File: src/rtl/axil_arb_2to1.sv
// axil_arb_2to1
// Two-requester AXI4-Lite arbiter that shares one AXI4-Lite slave between
// requesters s0 and s1, for example instruction fetch and data/debug paths.
// The read and write channels arbitrate independently. Each channel allows
// one outstanding transaction.
//
// Optional build macro: AXIL_ARB_FIXED_PRIO_EN
//   defined   : s0 always wins simultaneous requests (s1 can starve);
//               RR_INIT and the priority registers are not used.
//   undefined : round-robin. Priority flips to the other port after each
//               completed transaction, held separately per channel.
//
// Parameters
//   RR_INIT  port holding round-robin priority after reset (0 = s0, 1 = s1)
//   ADDR_W   address width
//   DATA_W   data width (strobe width is DATA_W/8)
//
// Ports
//   clk, rst_n         clock (rising edge), asynchronous active-low reset
//   s0_*, s1_*         requester-facing AXI4-Lite slave ports (aw/w/b/ar/r)
//   m_*                downstream AXI4-Lite master port to the shared RAM
//   wr_gnt, rd_gnt     one-hot grants (bit i = si owns the channel), 0 when idle
//   wr_state_dbg       write FSM state (0 idle, 1 addr/data, 2 response)
//   rd_state_dbg       read FSM state  (0 idle, 1 address, 2 data)
//
// Handshake semantics: a transfer happens on a rising edge where valid and
// ready are both high. Valids come from the source, readies from the sink.
// This block never drops a valid it has not accepted. An ungranted
// requester sees all of its readies held at 0, so its request stays pending.
// Readies toward the granted requester are combinational copies of the m_*
// readies, gated by the channel phase.
module axil_arb_2to1 #(
  parameter logic RR_INIT = 1'b0,
  parameter int   ADDR_W  = 32,
  parameter int   DATA_W  = 32
) (
  input  logic                clk,
  input  logic                rst_n,
  // requester 0
  input  logic                s0_aw_valid,
  output logic                s0_aw_ready,
  input  logic [ADDR_W-1:0]   s0_aw_addr,
  input  logic [2:0]          s0_aw_prot,
  input  logic                s0_w_valid,
  output logic                s0_w_ready,
  input  logic [DATA_W-1:0]   s0_w_data,
  input  logic [DATA_W/8-1:0] s0_w_strb,
  output logic                s0_b_valid,
  input  logic                s0_b_ready,
  output logic [1:0]          s0_b_resp,
  input  logic                s0_ar_valid,
  output logic                s0_ar_ready,
  input  logic [ADDR_W-1:0]   s0_ar_addr,
  input  logic [2:0]          s0_ar_prot,
  output logic                s0_r_valid,
  input  logic                s0_r_ready,
  output logic [DATA_W-1:0]   s0_r_data,
  output logic [1:0]          s0_r_resp,
  // requester 1
  input  logic                s1_aw_valid,
  output logic                s1_aw_ready,
  input  logic [ADDR_W-1:0]   s1_aw_addr,
  input  logic [2:0]          s1_aw_prot,
  input  logic                s1_w_valid,
  output logic                s1_w_ready,
  input  logic [DATA_W-1:0]   s1_w_data,
  input  logic [DATA_W/8-1:0] s1_w_strb,
  output logic                s1_b_valid,
  input  logic                s1_b_ready,
  output logic [1:0]          s1_b_resp,
  input  logic                s1_ar_valid,
  output logic                s1_ar_ready,
  input  logic [ADDR_W-1:0]   s1_ar_addr,
  input  logic [2:0]          s1_ar_prot,
  output logic                s1_r_valid,
  input  logic                s1_r_ready,
  output logic [DATA_W-1:0]   s1_r_data,
  output logic [1:0]          s1_r_resp,
  // shared downstream port
  output logic                m_aw_valid,
  input  logic                m_aw_ready,
  output logic [ADDR_W-1:0]   m_aw_addr,
  output logic [2:0]          m_aw_prot,
  output logic                m_w_valid,
  input  logic                m_w_ready,
  output logic [DATA_W-1:0]   m_w_data,
  output logic [DATA_W/8-1:0] m_w_strb,
  input  logic                m_b_valid,
  output logic                m_b_ready,
  input  logic [1:0]          m_b_resp,
  output logic                m_ar_valid,
  input  logic                m_ar_ready,
  output logic [ADDR_W-1:0]   m_ar_addr,
  output logic [2:0]          m_ar_prot,
  input  logic                m_r_valid,
  output logic                m_r_ready,
  input  logic [DATA_W-1:0]   m_r_data,
  input  logic [1:0]          m_r_resp,
  // grants and debug
  output logic [1:0]          wr_gnt,
  output logic [1:0]          rd_gnt,
  output logic [1:0]          wr_state_dbg,
  output logic [1:0]          rd_state_dbg
);

  typedef enum logic [1:0] {W_IDLE = 2'd0, W_ADDR = 2'd1, W_RESP = 2'd2} w_state_t;
  typedef enum logic [1:0] {R_IDLE = 2'd0, R_ADDR = 2'd1, R_DATA = 2'd2} r_state_t;

  w_state_t w_state, w_state_d;
  r_state_t r_state, r_state_d;

  logic w_sel, w_sel_d;        // granted write port (0 = s0, 1 = s1)
  logic r_sel, r_sel_d;        // granted read port
  logic aw_done, aw_done_d;    // AW already accepted downstream
  logic w_done, w_done_d;      // W already accepted downstream
  logic w_flip, r_flip;        // transaction completed this cycle
  logic w_pick, r_pick;        // arbitration winner while idle

  // ---------------------------------------------------------------------
  // Priority selection
  // ---------------------------------------------------------------------
`ifdef AXIL_ARB_FIXED_PRIO_EN
  // s0 takes the channel whenever it asks; s1 only when s0 is silent.
  assign w_pick = ~s0_aw_valid;
  assign r_pick = ~s0_ar_valid;

  logic unused_rr;
  assign unused_rr = ^{RR_INIT, w_flip, r_flip};
`else
  logic w_prio, r_prio;        // port that wins the next simultaneous request

  always_ff @(posedge clk or negedge rst_n) begin
    if (!rst_n) begin
      w_prio <= RR_INIT;
      r_prio <= RR_INIT;
    end else begin
      // Priority only moves on a completed transaction. The loser of a
      // contest therefore wins the next one, even if the winner re-requests
      // immediately.
      if (w_flip) w_prio <= ~w_sel;
      if (r_flip) r_prio <= ~r_sel;
    end
  end

  assign w_pick = (s0_aw_valid & s1_aw_valid) ? w_prio : s1_aw_valid;
  assign r_pick = (s0_ar_valid & s1_ar_valid) ? r_prio : s1_ar_valid;
`endif

  // ---------------------------------------------------------------------
  // State registers
  // ---------------------------------------------------------------------
  always_ff @(posedge clk or negedge rst_n) begin
    if (!rst_n) begin
      w_state <= W_IDLE;
      r_state <= R_IDLE;
      w_sel   <= 1'b0;
      r_sel   <= 1'b0;
      aw_done <= 1'b0;
      w_done  <= 1'b0;
    end else begin
      w_state <= w_state_d;
      r_state <= r_state_d;
      w_sel   <= w_sel_d;
      r_sel   <= r_sel_d;
      aw_done <= aw_done_d;
      w_done  <= w_done_d;
    end
  end

  // ---------------------------------------------------------------------
  // Write channel datapath: granted port's signals, gated by phase
  // ---------------------------------------------------------------------
  logic w_addr_ph, w_resp_ph, aw_open, w_open;
  logic g_aw_valid, g_w_valid, g_b_ready;

  assign w_addr_ph  = (w_state == W_ADDR);
  assign w_resp_ph  = (w_state == W_RESP);
  assign aw_open    = w_addr_ph & ~aw_done;
  assign w_open     = w_addr_ph & ~w_done;
  assign g_aw_valid = w_sel ? s1_aw_valid : s0_aw_valid;
  assign g_w_valid  = w_sel ? s1_w_valid  : s0_w_valid;
  assign g_b_ready  = w_sel ? s1_b_ready  : s0_b_ready;

  assign m_aw_valid = aw_open & g_aw_valid;
  assign m_aw_addr  = aw_open ? (w_sel ? s1_aw_addr : s0_aw_addr) : '0;
  assign m_aw_prot  = aw_open ? (w_sel ? s1_aw_prot : s0_aw_prot) : '0;
  assign m_w_valid  = w_open & g_w_valid;
  assign m_w_data   = w_open ? (w_sel ? s1_w_data : s0_w_data) : '0;
  assign m_w_strb   = w_open ? (w_sel ? s1_w_strb : s0_w_strb) : '0;
  assign m_b_ready  = w_resp_ph & g_b_ready;

  assign s0_aw_ready = aw_open & ~w_sel & m_aw_ready;
  assign s1_aw_ready = aw_open &  w_sel & m_aw_ready;
  assign s0_w_ready  = w_open  & ~w_sel & m_w_ready;
  assign s1_w_ready  = w_open  &  w_sel & m_w_ready;
  assign s0_b_valid  = w_resp_ph & ~w_sel & m_b_valid;
  assign s1_b_valid  = w_resp_ph &  w_sel & m_b_valid;
  assign s0_b_resp   = (w_resp_ph & ~w_sel) ? m_b_resp : 2'b00;
  assign s1_b_resp   = (w_resp_ph &  w_sel) ? m_b_resp : 2'b00;

  assign wr_gnt       = (w_state == W_IDLE) ? 2'b00 : (w_sel ? 2'b10 : 2'b01);
  assign wr_state_dbg = w_state;

  // Write FSM next state
  always_comb begin
    w_state_d = w_state;
    w_sel_d   = w_sel;
    aw_done_d = aw_done;
    w_done_d  = w_done;
    w_flip    = 1'b0;
    unique case (w_state)
      W_IDLE: begin
        if (s0_aw_valid | s1_aw_valid) begin
          w_sel_d   = w_pick;
          aw_done_d = 1'b0;
          w_done_d  = 1'b0;
          w_state_d = W_ADDR;
        end
      end
      W_ADDR: begin
        // AW and W may be accepted in either order or together.
        aw_done_d = aw_done | (m_aw_valid & m_aw_ready);
        w_done_d  = w_done  | (m_w_valid  & m_w_ready);
        if (aw_done_d & w_done_d) begin
          aw_done_d = 1'b0;
          w_done_d  = 1'b0;
          w_state_d = W_RESP;
        end
      end
      W_RESP: begin
        if (m_b_valid & m_b_ready) begin
          w_flip    = 1'b1;
          w_state_d = W_IDLE;
        end
      end
      default: w_state_d = W_IDLE;
    endcase
  end

  // ---------------------------------------------------------------------
  // Read channel datapath
  // ---------------------------------------------------------------------
  logic r_addr_ph, r_data_ph, g_ar_valid, g_r_ready;

  assign r_addr_ph  = (r_state == R_ADDR);
  assign r_data_ph  = (r_state == R_DATA);
  assign g_ar_valid = r_sel ? s1_ar_valid : s0_ar_valid;
  assign g_r_ready  = r_sel ? s1_r_ready  : s0_r_ready;

  assign m_ar_valid = r_addr_ph & g_ar_valid;
  assign m_ar_addr  = r_addr_ph ? (r_sel ? s1_ar_addr : s0_ar_addr) : '0;
  assign m_ar_prot  = r_addr_ph ? (r_sel ? s1_ar_prot : s0_ar_prot) : '0;
  assign m_r_ready  = r_data_ph & g_r_ready;

  assign s0_ar_ready = r_addr_ph & ~r_sel & m_ar_ready;
  assign s1_ar_ready = r_addr_ph &  r_sel & m_ar_ready;
  assign s0_r_valid  = r_data_ph & ~r_sel & m_r_valid;
  assign s1_r_valid  = r_data_ph &  r_sel & m_r_valid;
  assign s0_r_data   = (r_data_ph & ~r_sel) ? m_r_data : '0;
  assign s1_r_data   = (r_data_ph &  r_sel) ? m_r_data : '0;
  assign s0_r_resp   = (r_data_ph & ~r_sel) ? m_r_resp : 2'b00;
  assign s1_r_resp   = (r_data_ph &  r_sel) ? m_r_resp : 2'b00;

  assign rd_gnt       = (r_state == R_IDLE) ? 2'b00 : (r_sel ? 2'b10 : 2'b01);
  assign rd_state_dbg = r_state;

  // Read FSM next state
  always_comb begin
    r_state_d = r_state;
    r_sel_d   = r_sel;
    r_flip    = 1'b0;
    unique case (r_state)
      R_IDLE: begin
        if (s0_ar_valid | s1_ar_valid) begin
          r_sel_d   = r_pick;
          r_state_d = R_ADDR;
        end
      end
      R_ADDR: begin
        if (m_ar_valid & m_ar_ready) r_state_d = R_DATA;
      end
      R_DATA: begin
        if (m_r_valid & m_r_ready) begin
          r_flip    = 1'b1;
          r_state_d = R_IDLE;
        end
      end
      default: r_state_d = R_IDLE;
    endcase
  end

endmodule

File: config.mk
export PLATFORM = sky130hd
export DESIGN_NAME = axil_arb_2to1
export DESIGN_NICKNAME = d
export VERILOG_FILES = /design/src/rtl/axil_arb_2to1.sv
export SDC_FILE = /design/constraint.sdc
export NUM_CORES = 1
export LEC_CHECK = 0
export ABC_AREA = 1
export CAP_MARGIN = 20
export CORE_AREA = 2 2 179 181
export DETAILED_ROUTE_END_ITERATION = 16
export DIE_AREA = 0 0 181 183
export SLEW_MARGIN = 20
export SYNTH_ARGS = -nofsm -noshare
export SYNTH_HDL_FRONTEND = slang
export SYNTH_SLANG_ARGS = --single-unit
File: constraint.sdc
create_clock -name clk -period 1.2 [get_ports clk]
set_input_delay 0.24 -clock clk [delete_from_list [all_inputs] [get_ports clk]]
set_output_delay 0.24 -clock clk [all_outputs]
set_load 0.01 [all_outputs]
# Yosys cells after proc, flatten, opt, wreduce, memory -nomap -nowiden
# Cells that the tools add are included.
[classes]
n_eq_ne = 10
mux = 46
n_bitwise = 43
n_reduce_logical = 8
[op_table]
columns = ["cell", "count"]
rows = [
  ["32-bit 2-to-1 mux", 8],
  ["1-bit AND", 35],
  ["2-bit 2-to-1 mux", 14],
  ["1-bit 2-to-1 mux", 14],
  ["3-bit 2-to-1 mux", 4],
  ["2-bit by 1-bit != test with 1-bit output (second input constant)", 6],
  ["2-bit case mux with 3 select lines", 2],
  ["4-bit 2-to-1 mux", 2],
  ["2-bit AND reduction", 3],
  ["3-bit AND reduction", 2],
  ["2-bit by 1-bit == test with 1-bit output (second input constant)", 2],
  ["2-bit == test (second input constant)", 2],
  ["2-bit logical NOT", 2],
  ["1-bit NOT", 4],
  ["1-bit bitwise OR", 4],
  ["1-bit case mux with 2 select lines", 2],
  ["2-bit nonzero test", 1],
]
[word_totals]
output_inout_bits = 201
ff_bits = 10
word_cells = 115
in_bits = 265

# Depth between registers and ports, before layout
[logic_depth]
depth_word = 8
depth_mapped = 8
ltp_nobuf = 7

# Worst setup path after synthesis
# Ideal clock, no wire load.
[synth_path]
path_type = "flip-flop to output port"
startpoint = "reg w_state[1] (netlist: wr_state_dbg[1])"
endpoint = "out m_w_data[14]"
arrival_ps = 1160
setup_slack_ps = -200
required_ps = 960
n_path_buf = 2
path_stages_with_launch = 8
cell_sequence = "dfrtp_1 -> inv_1 -> nand2_2 -> nor2_4 -> inv_2 -> buf_6 -> buf_6 -> a21oi_2"
[synth_via]
elab_chain_cells = 3
[synth_lines]
columns = ["item", "line_no", "rtl"]
rows = [
  ["start: declaration", "109", "w_state_t w_state, w_state_d;"],
  ["start signal: assignment", "161", "w_state <= w_state_d;"],
  ["2-bit by 1-bit == test with 1-bit output", "176", "assign w_addr_ph = (w_state == W_ADDR);"],
  ["1-bit AND", "179", "assign w_open = w_addr_ph & ~w_done;"],
  ["32-bit 2-to-1 mux", "188", "assign m_w_data = w_open ? (w_sel ? s1_w_data : s0_w_data) : '0;"],
  ["end: declaration", "86", "output logic [DATA_W-1:0] m_w_data,"],
]
# Every way passes these cells.

# Worst setup path after layout
[layout_path]
startpoint = "reg w_state[1] (netlist: wr_state_dbg[1])"
endpoint = "out m_w_strb[2]"
[layout_via]
elab_chain_cells = 3
[layout_lines]
columns = ["item", "line_no", "rtl"]
rows = [
  ["2-bit by 1-bit == test with 1-bit output", "176", ""],
  ["1-bit AND", "179", ""],
  ["4-bit 2-to-1 mux", "189", "assign m_w_strb = w_open ? (w_sel ? s1_w_strb : s0_w_strb) : '0;"],
  ["end: declaration", "87", "output logic [DATA_W/8-1:0] m_w_strb,"],
]
# Every way passes these cells.

==> run_results.csv <==
group,metric,value,unit
sta,holdWs,0.3269,ns
logic_synthesis,synthCells,591,
floorplan,die_y,183,um
sta,fin_ws,-0.6562,ns
sta,tns,-111.66,ns
clocking,cts_hold_buf,0,
sta,period_needed,1.856,ns
critical_path,required,0.96,ns
power_and_ir_drop,pwr-share-seq,2.5,%
sta,tightest_slew,0.2715,ns
logic_synthesis,synth_top_area_share,28.40,%
sta,fin_crit_sh,154.7,%
critical_path,worst-path-buf-inv,6,
critical_path,critPathArrivalTime,1.62,ns
global_routing,antenna_found_initial,1,
global_routing,grt_pass1_vias,6585,
clocking,root_buffer,"clkbuf_16",
power_and_ir_drop,pwr-share-clk,2.7,%
critical_path,worstPathMaxFanout,9,
clocking,cts_tree,"built",
critical_path,slowest_stage,"dfrtp_1",
floorplan,die_w,181,um
power_and_ir_drop,peakVddDrop,0.9999,mV
logic_synthesis,yosysTopAreaCell,"nand2_1",
logic_synthesis,syn_nets,856,
route,drc,0,
floorplan,pin_count,466,
clocking,cts_buffer_depth,2,
sta,fmax,0.5387,GHz
placement,dp.final_hpwl,18.01,mm
sta,hold_viol,0,
route,drtAntennaViolNets,0,
logic_synthesis,ys_top_cells_by_count,"nand2_1, nor2_1, nand3_1, inv_1, a21oi_1",
worst_hold_path,hp-class,"in -> async",
critical_path,critical-path-max-stage-delay,0.38,ns
layout,instances_no_fill,1575,
logic_synthesis,ys_ff_latch,10,
outcome,violations,"setup timing",
route,num_vias,6266,
power_and_ir_drop,p_int,13920,uW
layout,drive_gt1_share,59.59,%
critical_path,critPathTopFamily,"buffers and inverters",
floorplan,dieArea,33120,um2
critical_path,path_cells,"inv_2 > nand2_4 > buf_12 > nor2_4 > inv_4 > buf_12 > buf_12 > a21oi_4 > buf_6",
critical_path,critical_path_class,"reg -> out",
logic_synthesis,synth_cell_type_count,22,
route,via_per_inst,3.978,
floorplan,start_util,9.143,%
clocking,ctsHtreeMaxLevel,1,
layout,area_growth,318.6,%
sta,slew-limit-headroom,81.90,%
layout,nets,1439,
route,drtPass1Iterations,6,
power_and_ir_drop,combPwrFrac,94.8,%
sta,setup_violations,207,
floorplan,fp-row-count,65,
global_routing,grt_usage,14.26,%
global_routing,grt_max_degree,24,
logic_synthesis,synthFlopType,"dfrtp_1",
layout,diodes,0,
route,wirelength,25.84,mm
clocking,clk_transition_reported_paths,0.05,ns
power_and_ir_drop,swShare,45.79,%
critical_path,cp_common_cell,"buf_12",
logic_synthesis,synthMostInstantiatedCell,"nand2_1",
logic_synthesis,yosysSeqAreaShare,8.764,%
power_and_ir_drop,power.switching,11750,uW
sta,rsz0062_at_grt,"true",
clocking,clock-sinks,10,
run,drv_cap,0,
layout,fillers,3068,
logic_synthesis,synth_warnings,0,
placement,port_buffers,465,
clocking,clock_latency,0.24,ns
logic_synthesis,netlist_area,2855,um2
logic_synthesis,async_reset_ff_share,100.0,%
route,wl_per_cell,16.41,um
global_routing,grt_remaining_overflow,0,
outcome,outcome,"finished, violations left",
logic_synthesis,synth_area_leaders,"nand2_1, nand3_1, nor2_1, a21oi_1, dfrtp_1",
placement,dp_cells,1476,
power_and_ir_drop,p_per_area,2148,nW/um2
critical_path,cp-start-kind,"register",
power_and_ir_drop,p_leak,0.005165,uW
placement,place_congestion,0.8730,
sta,skew,0.0007812,ns
logic_synthesis,synth_edf_count,0,
clocking,cts_inserted_buffers,3,
sta,maxSlewViolCount,0,
layout,multi_input_area,3984,um2
route,drt_iter0_drc,131,
critical_path,setup.worst_path.end_class,"output port",
floorplan,core_area,31230,um2
global_routing,grt_pass1_wl,36.82,mm
logic_synthesis,avgSynthCellArea,4.831,um2
layout,register_area,254.0,um2
-- cells in the final DEF (no fill, tap or decap), types with 6 or more instances in the layout --
cell	n
clkdlybuf4s50_1	264
buf_6	187
nand2_1	135
nor2_4	75
nand2_2	65
buf_2	59
inv_1	50
nand3_2	45
buf_4	45
a21oi_2	38
buf_12	38
a21oi_4	31
nand3_4	25
nand2_4	19
buf_16	14
nor2_2	12
buf_8	9
clkbuf_16	8
dfrtp_1	7
inv_4	6
-- layout make-up --
cell class                 count  area share, %
timing repair buffer         622          57.07
multi-input combinational    474          33.33
tap                          402          4.209
inverter                      60          2.198
sequential                    10          2.125
clock buffer                   4         0.7433
timing repair inverter         3         0.3245
-- stage by stage --
stage	utilization, %	instance area (um2)	total power [uW]	setup WS, ns
after floorplan	-	4174	9180	-0.1657
after global placement	30.43	9503	16350	-0.7803
after detailed placement	30.43	9503	16390	-0.7779
after CTS	35.45	11070	23120	-0.6613
after global routing	38.27	11950	27090	-0.7325
final	38.27	11950	25670	-0.6562
-- logic make-up after synthesis --
family / after synthesis / share of synthesized area [%]
AO/OA/AOI/OAI: 86 / 18.05
flip-flops: 10 / 8.764
buffers and inverters: 107 / 17.57
AND/OR/NAND/NOR: 388 / 55.61
-- power groups by stage --
stage / Clock (uW) / Combinational (uW) / Sequential (uW)
5_1_grt: 730 / 25700 / 671
3_3_place_gp: 0 / 15700 / 638
6_report: 685 / 24300 / 650
3_5_place_dp: 0 / 15800 / 642
2_1_floorplan: 0 / 8540 / 638
4_1_cts: 703 / 21800 / 645
-- flip-flops by register name, summed over array words and instances (netlist names) --
name,flops
rd_state_dbg,2
w_done,1
w_sel,1
r_prio,1
aw_done,1
w_prio,1
r_sel,1
wr_state_dbg,2
-- timing repair --
item                                    4_1_cts  5_1_grt
cloned                                       20        6
pin swaps                                    26       66
resized for setup                          1102      175
buffers inserted                             60       28
endpoints found under the setup margin      210      210
-- worst register-to-register path, delay by kind of cell, from the launching register on --
family,cells,cell delay (ns)
buffers and inverters,7,0.67
AND/OR/NAND/NOR,4,0.43
flip-flops,1,0.35
AO/OA/AOI/OAI,1,0.05
-- metal layers --
layer  wire [um]  vias to the layer above  global-route usage (%)
met5           0                        -                       0
met4         726                        0                   4.780
met1        9081                     2877                   14.53
met2       14280                      329                   28.46
met3        1753                       39                   3.197
li1            -                     3021                       -
-- worst paths after layout --
| kind | depth (start not counted) | slack, ns | to | start |
|---|---|---|---|---|
| worst min-delay path | 2 | 0.33 | w_done$_DFFE_PN0P_ | rst_n |
| worst max register to register | 12 | -0.41 | w_prio$_DFFE_PN0P_ | wr_state_dbg[1]$_DFFE_PN0P_ |
| min in group clk | 2 | 0.49 | r_prio$_DFFE_PN0P_ | r_prio$_DFFE_PN0P_ |
| worst min register to register | 2 | 0.49 | r_prio$_DFFE_PN0P_ | r_prio$_DFFE_PN0P_ |
| max in group asynchronous | 2 | 0.69 | r_sel$_DFFE_PN0P_ | rst_n |
| worst max-delay path | 9 | -0.66 | m_w_strb[2] | wr_state_dbg[1]$_DFFE_PN0P_ |
(Power assumes the default switching activity.)
